**src/rtl/npc_multicycle_if.sv**
```systemverilog
// Instruction-fetch bus between the multi-cycle core and instruction memory.
// Request side is valid/ready; the response is a single-beat valid that is always accepted.
interface npc_multicycle_if #(
  parameter int XLEN = 32
);
  logic            imem_req_valid;
  logic            imem_req_ready;
  logic [XLEN-1:0] imem_req_addr;
  logic            imem_resp_valid;
  logic [31:0]     imem_resp_data;

  modport master (
    output imem_req_valid, imem_req_addr,
    input  imem_req_ready, imem_resp_valid, imem_resp_data
  );
  modport slave (
    input  imem_req_valid, imem_req_addr,
    output imem_req_ready, imem_resp_valid, imem_resp_data
  );
endinterface

```
**src/rtl/npc_multicycle.sv**
```systemverilog
// Multi-cycle RV32I-subset core: FETCH -> WAIT -> EXEC per instruction, commit trace one cycle later.
// Optional 64-bit cycle/instret counters are built only when NPC_PERF_CNT_EN is defined.
module npc_multicycle #(
  parameter int              XLEN            = 32,
  parameter logic [XLEN-1:0] RESET_PC        = 32'h8000_0000,
  parameter int              NR_REGS         = 32,
  parameter bit              HALT_ON_ILLEGAL = 1'b1
) (
  input  logic               clk,
  input  logic               rst,
  npc_multicycle_if.master   imem,
  output logic [XLEN-1:0]    pc,
  output logic               commit_valid,
  output logic [XLEN-1:0]    commit_pc,
  output logic [31:0]        commit_inst,
  output logic               commit_wen,
  output logic [4:0]         commit_rd,
  output logic [XLEN-1:0]    commit_wdata,
  output logic               halted,
  output logic [XLEN-1:0]    halt_code,
  output logic [63:0]        perf_cycle,
  output logic [63:0]        perf_instret
);
  localparam int AW = $clog2(NR_REGS);
  localparam logic [6:0] OPC_OPIMM = 7'h13, OPC_OP = 7'h33, OPC_LUI = 7'h37, OPC_AUIPC = 7'h17,
                         OPC_JAL = 7'h6F, OPC_JALR = 7'h67, OPC_BRANCH = 7'h63, OPC_SYSTEM = 7'h73;

  typedef enum logic [1:0] {S_FETCH, S_WAIT, S_EXEC, S_HALT} state_t;
  state_t state, state_nx;

  logic [31:0]     ir;
  logic [XLEN-1:0] rf [NR_REGS];

  logic [6:0]      opc, f7;
  logic [2:0]      f3;
  logic [4:0]      rd, rs1, rs2;
  logic [XLEN-1:0] rs1v, rs2v, imm_i, imm_b, imm_j, imm_u, op_b, alu;

  assign opc   = ir[6:0];
  assign rd    = ir[11:7];
  assign f3    = ir[14:12];
  assign rs1   = ir[19:15];
  assign rs2   = ir[24:20];
  assign f7    = ir[31:25];
  assign rs1v  = rf[rs1[AW-1:0]];
  assign rs2v  = rf[rs2[AW-1:0]];
  assign imm_i = {{20{ir[31]}}, ir[31:20]};
  assign imm_b = {{19{ir[31]}}, ir[31], ir[7], ir[30:25], ir[11:8], 1'b0};
  assign imm_j = {{11{ir[31]}}, ir[31], ir[19:12], ir[20], ir[30:21], 1'b0};
  assign imm_u = {ir[31:12], 12'b0};
  assign op_b  = (opc == OPC_OP) ? rs2v : imm_i;

  always_comb begin
    alu = '0;
    case (f3)
      3'b000: alu = (opc == OPC_OP && f7[5]) ? rs1v - op_b : rs1v + op_b;
      3'b001: alu = rs1v << op_b[4:0];
      3'b010: alu = {{(XLEN-1){1'b0}}, $signed(rs1v) < $signed(op_b)};
      3'b011: alu = {{(XLEN-1){1'b0}}, rs1v < op_b};
      3'b100: alu = rs1v ^ op_b;
      3'b101: alu = f7[5] ? XLEN'($signed(rs1v) >>> op_b[4:0]) : rs1v >> op_b[4:0];
      3'b110: alu = rs1v | op_b;
      default: alu = rs1v & op_b;
    endcase
  end

  logic            illegal, jump, ebreak, wen, use_rd, use_rs1, use_rs2;
  logic [XLEN-1:0] wdata, npc_raw;

  always_comb begin
    illegal = 1'b0; jump = 1'b0; ebreak = 1'b0; wen = 1'b0;
    use_rd = 1'b0; use_rs1 = 1'b0; use_rs2 = 1'b0;
    wdata = '0; npc_raw = pc + 4;
    case (opc)
      OPC_OPIMM: begin
        use_rd = 1'b1; use_rs1 = 1'b1; wen = 1'b1; wdata = alu;
        if (f3 == 3'b001 && f7 != 7'h00) illegal = 1'b1;
        if (f3 == 3'b101 && f7 != 7'h00 && f7 != 7'h20) illegal = 1'b1;
      end
      OPC_OP: begin
        use_rd = 1'b1; use_rs1 = 1'b1; use_rs2 = 1'b1; wen = 1'b1; wdata = alu;
        if (!(f7 == 7'h00 || (f7 == 7'h20 && (f3 == 3'b000 || f3 == 3'b101)))) illegal = 1'b1;
      end
      OPC_LUI:   begin use_rd = 1'b1; wen = 1'b1; wdata = imm_u; end
      OPC_AUIPC: begin use_rd = 1'b1; wen = 1'b1; wdata = pc + imm_u; end
      OPC_JAL: begin
        use_rd = 1'b1; wen = 1'b1; wdata = pc + 4; npc_raw = pc + imm_j; jump = 1'b1;
      end
      OPC_JALR: begin
        use_rd = 1'b1; use_rs1 = 1'b1; wen = 1'b1; wdata = pc + 4; jump = 1'b1;
        npc_raw = (rs1v + imm_i) & ~XLEN'(1);
        if (f3 != 3'b000) illegal = 1'b1;
      end
      OPC_BRANCH: begin
        use_rs1 = 1'b1; use_rs2 = 1'b1;
        if (f3 == 3'b000 || f3 == 3'b001) begin
          if ((rs1v == rs2v) ^ f3[0]) begin
            jump = 1'b1; npc_raw = pc + imm_b;
          end
        end else illegal = 1'b1;
      end
      OPC_SYSTEM: if (ir == 32'h0010_0073) ebreak = 1'b1; else illegal = 1'b1;
      default: illegal = 1'b1;
    endcase
    // RV32E builds reject any register field that names a non-existent register
    if ((use_rd  && {1'b0, rd}  >= 6'(NR_REGS)) ||
        (use_rs1 && {1'b0, rs1} >= 6'(NR_REGS)) ||
        (use_rs2 && {1'b0, rs2} >= 6'(NR_REGS))) illegal = 1'b1;
  end

  logic            misalign, fault, halt_now, rd_we;
  logic [XLEN-1:0] next_pc, code;

  assign misalign = jump && npc_raw[1] && !illegal;
  assign fault    = illegal || misalign;
  assign halt_now = ebreak || (fault && HALT_ON_ILLEGAL);
  assign rd_we    = wen && !fault && (rd != 5'd0);
  assign code     = ebreak ? rf[10] : (misalign ? 32'hFFFF_FFFE : 32'hFFFF_FFFF);
  // a halting misaligned jump leaves pc on the faulting instruction
  assign next_pc  = !fault ? npc_raw : ((misalign && HALT_ON_ILLEGAL) ? pc : pc + 4);

  always_comb begin
    state_nx = state;
    imem.imem_req_valid = (state == S_FETCH) && rst;
    imem.imem_req_addr  = pc;
    case (state)
      S_FETCH: if (imem.imem_req_ready) state_nx = S_WAIT;
      S_WAIT:  if (imem.imem_resp_valid) state_nx = S_EXEC;
      S_EXEC:  state_nx = halt_now ? S_HALT : S_FETCH;
      default: state_nx = S_HALT;
    endcase
  end

  assign halted = (state == S_HALT);

  always_ff @(posedge clk or negedge rst) begin
    if (!rst) begin
      state        <= S_FETCH;
      pc           <= RESET_PC;
      ir           <= '0;
      commit_valid <= 1'b0;
      commit_pc    <= '0;
      commit_inst  <= '0;
      commit_wen   <= 1'b0;
      commit_rd    <= '0;
      commit_wdata <= '0;
      halt_code    <= '0;
      for (int i = 0; i < NR_REGS; i++) rf[i] <= '0;
    end else begin
      state        <= state_nx;
      commit_valid <= 1'b0;
      if (state == S_WAIT && imem.imem_resp_valid) ir <= imem.imem_resp_data;
      if (state == S_EXEC) begin
        pc           <= next_pc;
        commit_valid <= 1'b1;
        commit_pc    <= pc;
        commit_inst  <= ir;
        commit_wen   <= rd_we;
        commit_rd    <= rd;
        commit_wdata <= rd_we ? wdata : '0;
        if (rd_we) rf[rd[AW-1:0]] <= wdata;
        if (halt_now) halt_code <= code;
      end
    end
  end

`ifdef NPC_PERF_CNT_EN
  always_ff @(posedge clk or negedge rst) begin
    if (!rst) begin
      perf_cycle   <= '0;
      perf_instret <= '0;
    end else begin
      perf_cycle <= perf_cycle + 64'd1;
      if (commit_valid) perf_instret <= perf_instret + 64'd1;
    end
  end
`else
  assign perf_cycle   = '0;
  assign perf_instret = '0;
`endif
endmodule

```
**src/flat_wrapper.sv**
```systemverilog
// flat-port wrapper written by rule: the top's interface ports become plain ports
module npc_multicycle_flat 
#(
  parameter int              XLEN            = 32,
  parameter logic [XLEN-1:0] RESET_PC        = 32'h8000_0000,
  parameter int              NR_REGS         = 32,
  parameter bit              HALT_ON_ILLEGAL = 1'b1
)
  (clk, rst, pc, commit_valid, commit_pc, commit_inst, commit_wen, commit_rd, commit_wdata, halted, halt_code, perf_cycle, perf_instret, imem_imem_req_valid, imem_imem_req_addr, imem_imem_req_ready, imem_imem_resp_valid, imem_imem_resp_data);
  npc_multicycle_if #(.XLEN(XLEN)) imem_i ();
  input  logic clk;
  input  logic rst;
  output logic [XLEN-1:0] pc;
  output logic commit_valid;
  output logic [XLEN-1:0] commit_pc;
  output logic [31:0] commit_inst;
  output logic commit_wen;
  output logic [4:0] commit_rd;
  output logic [XLEN-1:0] commit_wdata;
  output logic halted;
  output logic [XLEN-1:0] halt_code;
  output logic [63:0] perf_cycle;
  output logic [63:0] perf_instret;
  output wire logic [$bits(imem_i.imem_req_valid)-1:0] imem_imem_req_valid;
  output wire logic [$bits(imem_i.imem_req_addr)-1:0] imem_imem_req_addr;
  input wire logic [$bits(imem_i.imem_req_ready)-1:0] imem_imem_req_ready;
  input wire logic [$bits(imem_i.imem_resp_valid)-1:0] imem_imem_resp_valid;
  input wire logic [$bits(imem_i.imem_resp_data)-1:0] imem_imem_resp_data;
  assign imem_imem_req_valid = imem_i.imem_req_valid;
  assign imem_imem_req_addr = imem_i.imem_req_addr;
  assign imem_i.imem_req_ready = imem_imem_req_ready;
  assign imem_i.imem_resp_valid = imem_imem_resp_valid;
  assign imem_i.imem_resp_data = imem_imem_resp_data;
  npc_multicycle #(.XLEN(XLEN), .RESET_PC(RESET_PC), .NR_REGS(NR_REGS), .HALT_ON_ILLEGAL(HALT_ON_ILLEGAL)) u_core (.clk(clk), .rst(rst), .imem(imem_i), .pc(pc), .commit_valid(commit_valid), .commit_pc(commit_pc), .commit_inst(commit_inst), .commit_wen(commit_wen), .commit_rd(commit_rd), .commit_wdata(commit_wdata), .halted(halted), .halt_code(halt_code), .perf_cycle(perf_cycle), .perf_instret(perf_instret));
endmodule
```
**config.mk**
```make
export PLATFORM = sky130hd
export DESIGN_NAME = npc_multicycle_flat
export DESIGN_NICKNAME = d
export VERILOG_FILES = /design/src/rtl/npc_multicycle_if.sv /design/src/rtl/npc_multicycle.sv /design/src/flat_wrapper.sv
export SDC_FILE = /design/constraint.sdc
export NUM_CORES = 2
export LEC_CHECK = 0
export BUFFER_PORTS_ARGS = -buffer_cell sky130_fd_sc_hd__clkbuf_2
export CORE_MARGIN = 5
export CORE_UTILIZATION = 60
export CTS_BUF_LIST = sky130_fd_sc_hd__clkbuf_4 sky130_fd_sc_hd__clkbuf_8
export CTS_CLUSTER_DIAMETER = 120
export DETAILED_ROUTE_END_ITERATION = 12
export PLACE_DENSITY = 0.78
export RECOVER_POWER = 50
export SYNTH_ARGS = -nofsm -noshare
export SYNTH_HDL_FRONTEND = slang
export SYNTH_SLANG_ARGS = --single-unit
```
**constraint.sdc**
```tcl
create_clock -name clk -period 7.85 [get_ports clk]
set_input_delay 0.785 -clock clk [delete_from_list [all_inputs] [get_ports clk]]
set_output_delay 0.785 -clock clk [all_outputs]
set_load 0.02 [all_outputs]
```
==> impl_metrics.tcl <==
set metrics [dict create \
    status "finished, violations left" \
    violations "capacitance limit, slew limit" \
    drtIter0Drc 11400 \
    clk_pin_slew_worst_paths_ns 0.07 \
    initial_core_util_pct 60.5 \
    cp-end-kind "flip-flop" \
    maxCapViolCount 7 \
    p_leak_nw 38.0 \
    ys.flop_type "dfrtp_1" \
    drt_first_pass_iters 8 \
    ys_seq_area_share_pct 38.8 \
    period_needed_ns 7.80 \
    coreArea_sq_mm 0.130 \
    synth_cell_types 115 \
    synth_edf_count 0 \
    cts_buffers 199 \
    critPathLaunchType "flip-flop" \
    syn_area_per_cell_sq_um 9.96 \
    max_stage_delay_ns 1.37 \
    clockBufferDepth 3 \
    slew_headroom_pct -274 \
    critPathArrivalTime_ns 8.65 \
    crit_slowest_cell "clkbuf_1" \
    dp.cells 9490 \
    ir_worst_vdd_uv 224 \
    dieArea_sq_mm 0.138 \
    netlist_instances 7888 \
    vias_per_cell 7.30 \
    finalNonFillerCells 9897 \
    async_flop_share_pct 100 \
    pwr-share-comb_pct 44.0 \
    critPathRequiredTime_ns 8.70 \
    finalHoldViolCount 0 \
    grt_start_max_net_pins 168 \
    htreeDepth 4 \
    die_x_um 372 \
    cts_sinks 1218 \
    synth.ff_latch_count 1218 \
    grt_use_total_pct 49.0 \
    postCtsSetupBuffers 0 \
    final_common_cell "dfrtp_1" \
    rsz0062_at_grt "no" \
    rows 132 \
    die_h_um 372 \
    wirelength_um 344000 \
    crit_top_cell "buf_4" \
    p_per_area_mw_per_mm2 271 \
    setup_viol 0 \
    wl_per_cell_um 34.8 \
    tightest_slew_ns 5.61 \
    ant_nets 0 \
    cts_tree "done" \
    fin_skew_ns 0.0692 \
    ys_top_cells_by_area "dfrtp_1 39%, mux4_2 10%, o21ai_0 5.6%, nand2_1 5.4%, mux2_2 4.2%" \
    hpwl_um 236000 \
    num_vias 72200 \
    worstSkewPairLatency_ns 0.99 \
    final_layout_size_suffix_gt1_share_pct 19.7 \
    swShare_pct 43.5 \
    place.gp.congestion 1.08 \
    netlist_area_sq_mm 0.0786 \
    holdCritPathClass "in -> reg" \
    seq_power_share_pct 29.1 \
    fmax_mhz 128 \
    period_share_pct 99.4 \
    antenna_found_initial 26 \
    ios 365 \
    final_cell_mix "1,209 x dfrtp_1, 1,138 x nand2_1, 876 x o21ai_0" \
    drcViolationCount 0 \
    grt_pass1_vias 69400 \
    p_switching_w 0.0101 \
    fin_setup_tns_ns 0 \
    yosysWarningCount 0 \
    synth.largest_area_cell "dfrtp_1" \
    p_clk_share_pct 26.9 \
    p_int_w 0.0132 \
    grt_overflow 0 \
    synth_top_area_share_pct 38.8 \
    port_buffers 233 \
    slew_viol_final 593 \
    final_nets 8195 \
    path_class "reg -> reg" \
    crit_chain "clkinv_1 > clkbuf_1 > nand4_1 > a31oi_4 > inv_2 > ha_1 > a21oi_1 > o21ai_0 > a21oi_1 > o211ai_1 > a31oi_1 > buf_4 > o31ai_1 > buf_4 > a311oi_1 > o31ai_1 > buf_4 > a211oi_1 > mux2i_1 > a31oi_1 > nand3_1 > buf_12 > mux2_1" \
    syn_to_final_growth_pct 9.37 \
    ctsRootBufferMaster "clkbuf_8" \
    grt_pass1_wl_um 489000 \
    cp_max_fo 32 \
]
[sequential cells by signal, summed over array words and instances (netlist names)]
register / count
u_core.rf: 1024
u_core.commit_wdata: 32
u_core.halt_code: 32
u_core.ir: 32
u_core.commit_pc: 31
u_core.imem.imem_req_addr: 31
u_core.commit_inst: 28
u_core.commit_rd: 4
u_core.state: 2
u_core.commit_valid: 1
u_core.commit_wen: 1
[layer usage]
metal	part of all wire (%)	up-vias	track usage, %
met2	42	6282	70.3
li1	-	28900	-
met3	14	1812	17.5
met5	0.015	-	0.142
met1	34	35300	59.7
met4	10	6	39.3
[power groups by stage]
stage / registers (W) / clock network (W) / logic, W
detailed placement: 0.00686 / 0 / 0.00976
finish: 0.00677 / 0.00628 / 0.0103
floorplan: 0.00681 / 0 / 0.00600
CTS: 0.00675 / 0.00627 / 0.00981
global placement: 0.00685 / 0 / 0.00980
global route: 0.00677 / 0.00657 / 0.0106
[cells in the mapped netlist, types with 74 or more instances]
cell type and instances:
dfrtp_1 1217, nand2_1 1139, o21ai_0 876, clkbuf_1 445, nor2_1 373, mux4_2 362, a21oi_1 357, mux2i_1 314
mux2_2 293, buf_4 199, ha_1 184, inv_1 144, o22ai_1 144, xnor2_1 107, buf_2 106, nor3_1 86
o21ai_1 77, mux2_1 76, a22oi_1 75, nand3_1 74
[path summary, 6_finish.rpt]
| check | start | end | slack (ns) | cells after the start |
|---|---|---|---|---|
| max in group asynchronous | rst | u_core.rf[119] | 1.00 | 4 |
| min in group asynchronous | rst | u_core.commit_pc[16] | 2.62 | 2 |
| hold / removal | imem_imem_resp_data[12] | u_core.ir[12] | 0.10 | 2 |
| hold reg to reg | u_core.rf[996] | u_core.rf[996] | 0.40 | 0 |
| setup reg to reg | u_core.ir[24] | u_core.rf[127] | 0.05 | 23 |
| setup / recovery | u_core.ir[24] | u_core.rf[127] | 0.05 | 23 |
[cell type report]
cell class              count  area [sq um]
diodes                     25          62.6
repair buffers            616          4630
fillers                 10100         43900
inverters                 157           589
multi-input cells        5779         43400
clock inverters            46           592
clock buffers             314          3920
flip-flops and latches   1218         30500
well taps                1742          2180
[cell families after synthesis]
group,count (synthesis),synth area share (%)
and+or+nand+nor,2000,11.6
muxes,1090,20.5
DFF,1218,38.8
other,1,0.00477
xor gates and xnor gates,168,1.87
buffers and inverters,1021,6.85
AOI/OAI and AO/OA,2202,17.3
adders and majority gates,188,3.03
[through the flow]
stage | total power [W] | area, sq um | hold WS (ns) | worst slack (ns) | utilization, %
after detailed placement | 0.0166 | 81400 | 0.384 | 0.413 | 62.7
after CTS | 0.0228 | 86100 | 0.0159 | 0.390 | 66.4
after floorplan | 0.0128 | 79000 | 0.441 | 1.71 | -
after global placement | 0.0167 | 81400 | 0.379 | 0.328 | 62.7
after global routing | 0.0239 | 85900 | 0.0831 | 0.0381 | 66.1
final | 0.0233 | 85900 | 0.101 | 0.0508 | 66.2
[worst max-delay path: cells and delay by family (launching register included)]
kind | cells | cell delay [ns]
adders and majority gates | 1 | 0.24
and+or+nand+nor | 2 | 1.13
AOI/OAI and AO/OA | 11 | 2.68
DFF | 1 | 0.41
buffers and inverters | 7 | 2.71
muxes | 2 | 0.45
[what timing repair did]
item / in CTS / in global routing
endpoints found under the setup margin: 0 / 64
hold buffers: 22 / 0
resized for setup: 0 / 3
hold endpoints to repair: 127 / 0
Power figures use the tool's default switching activity.
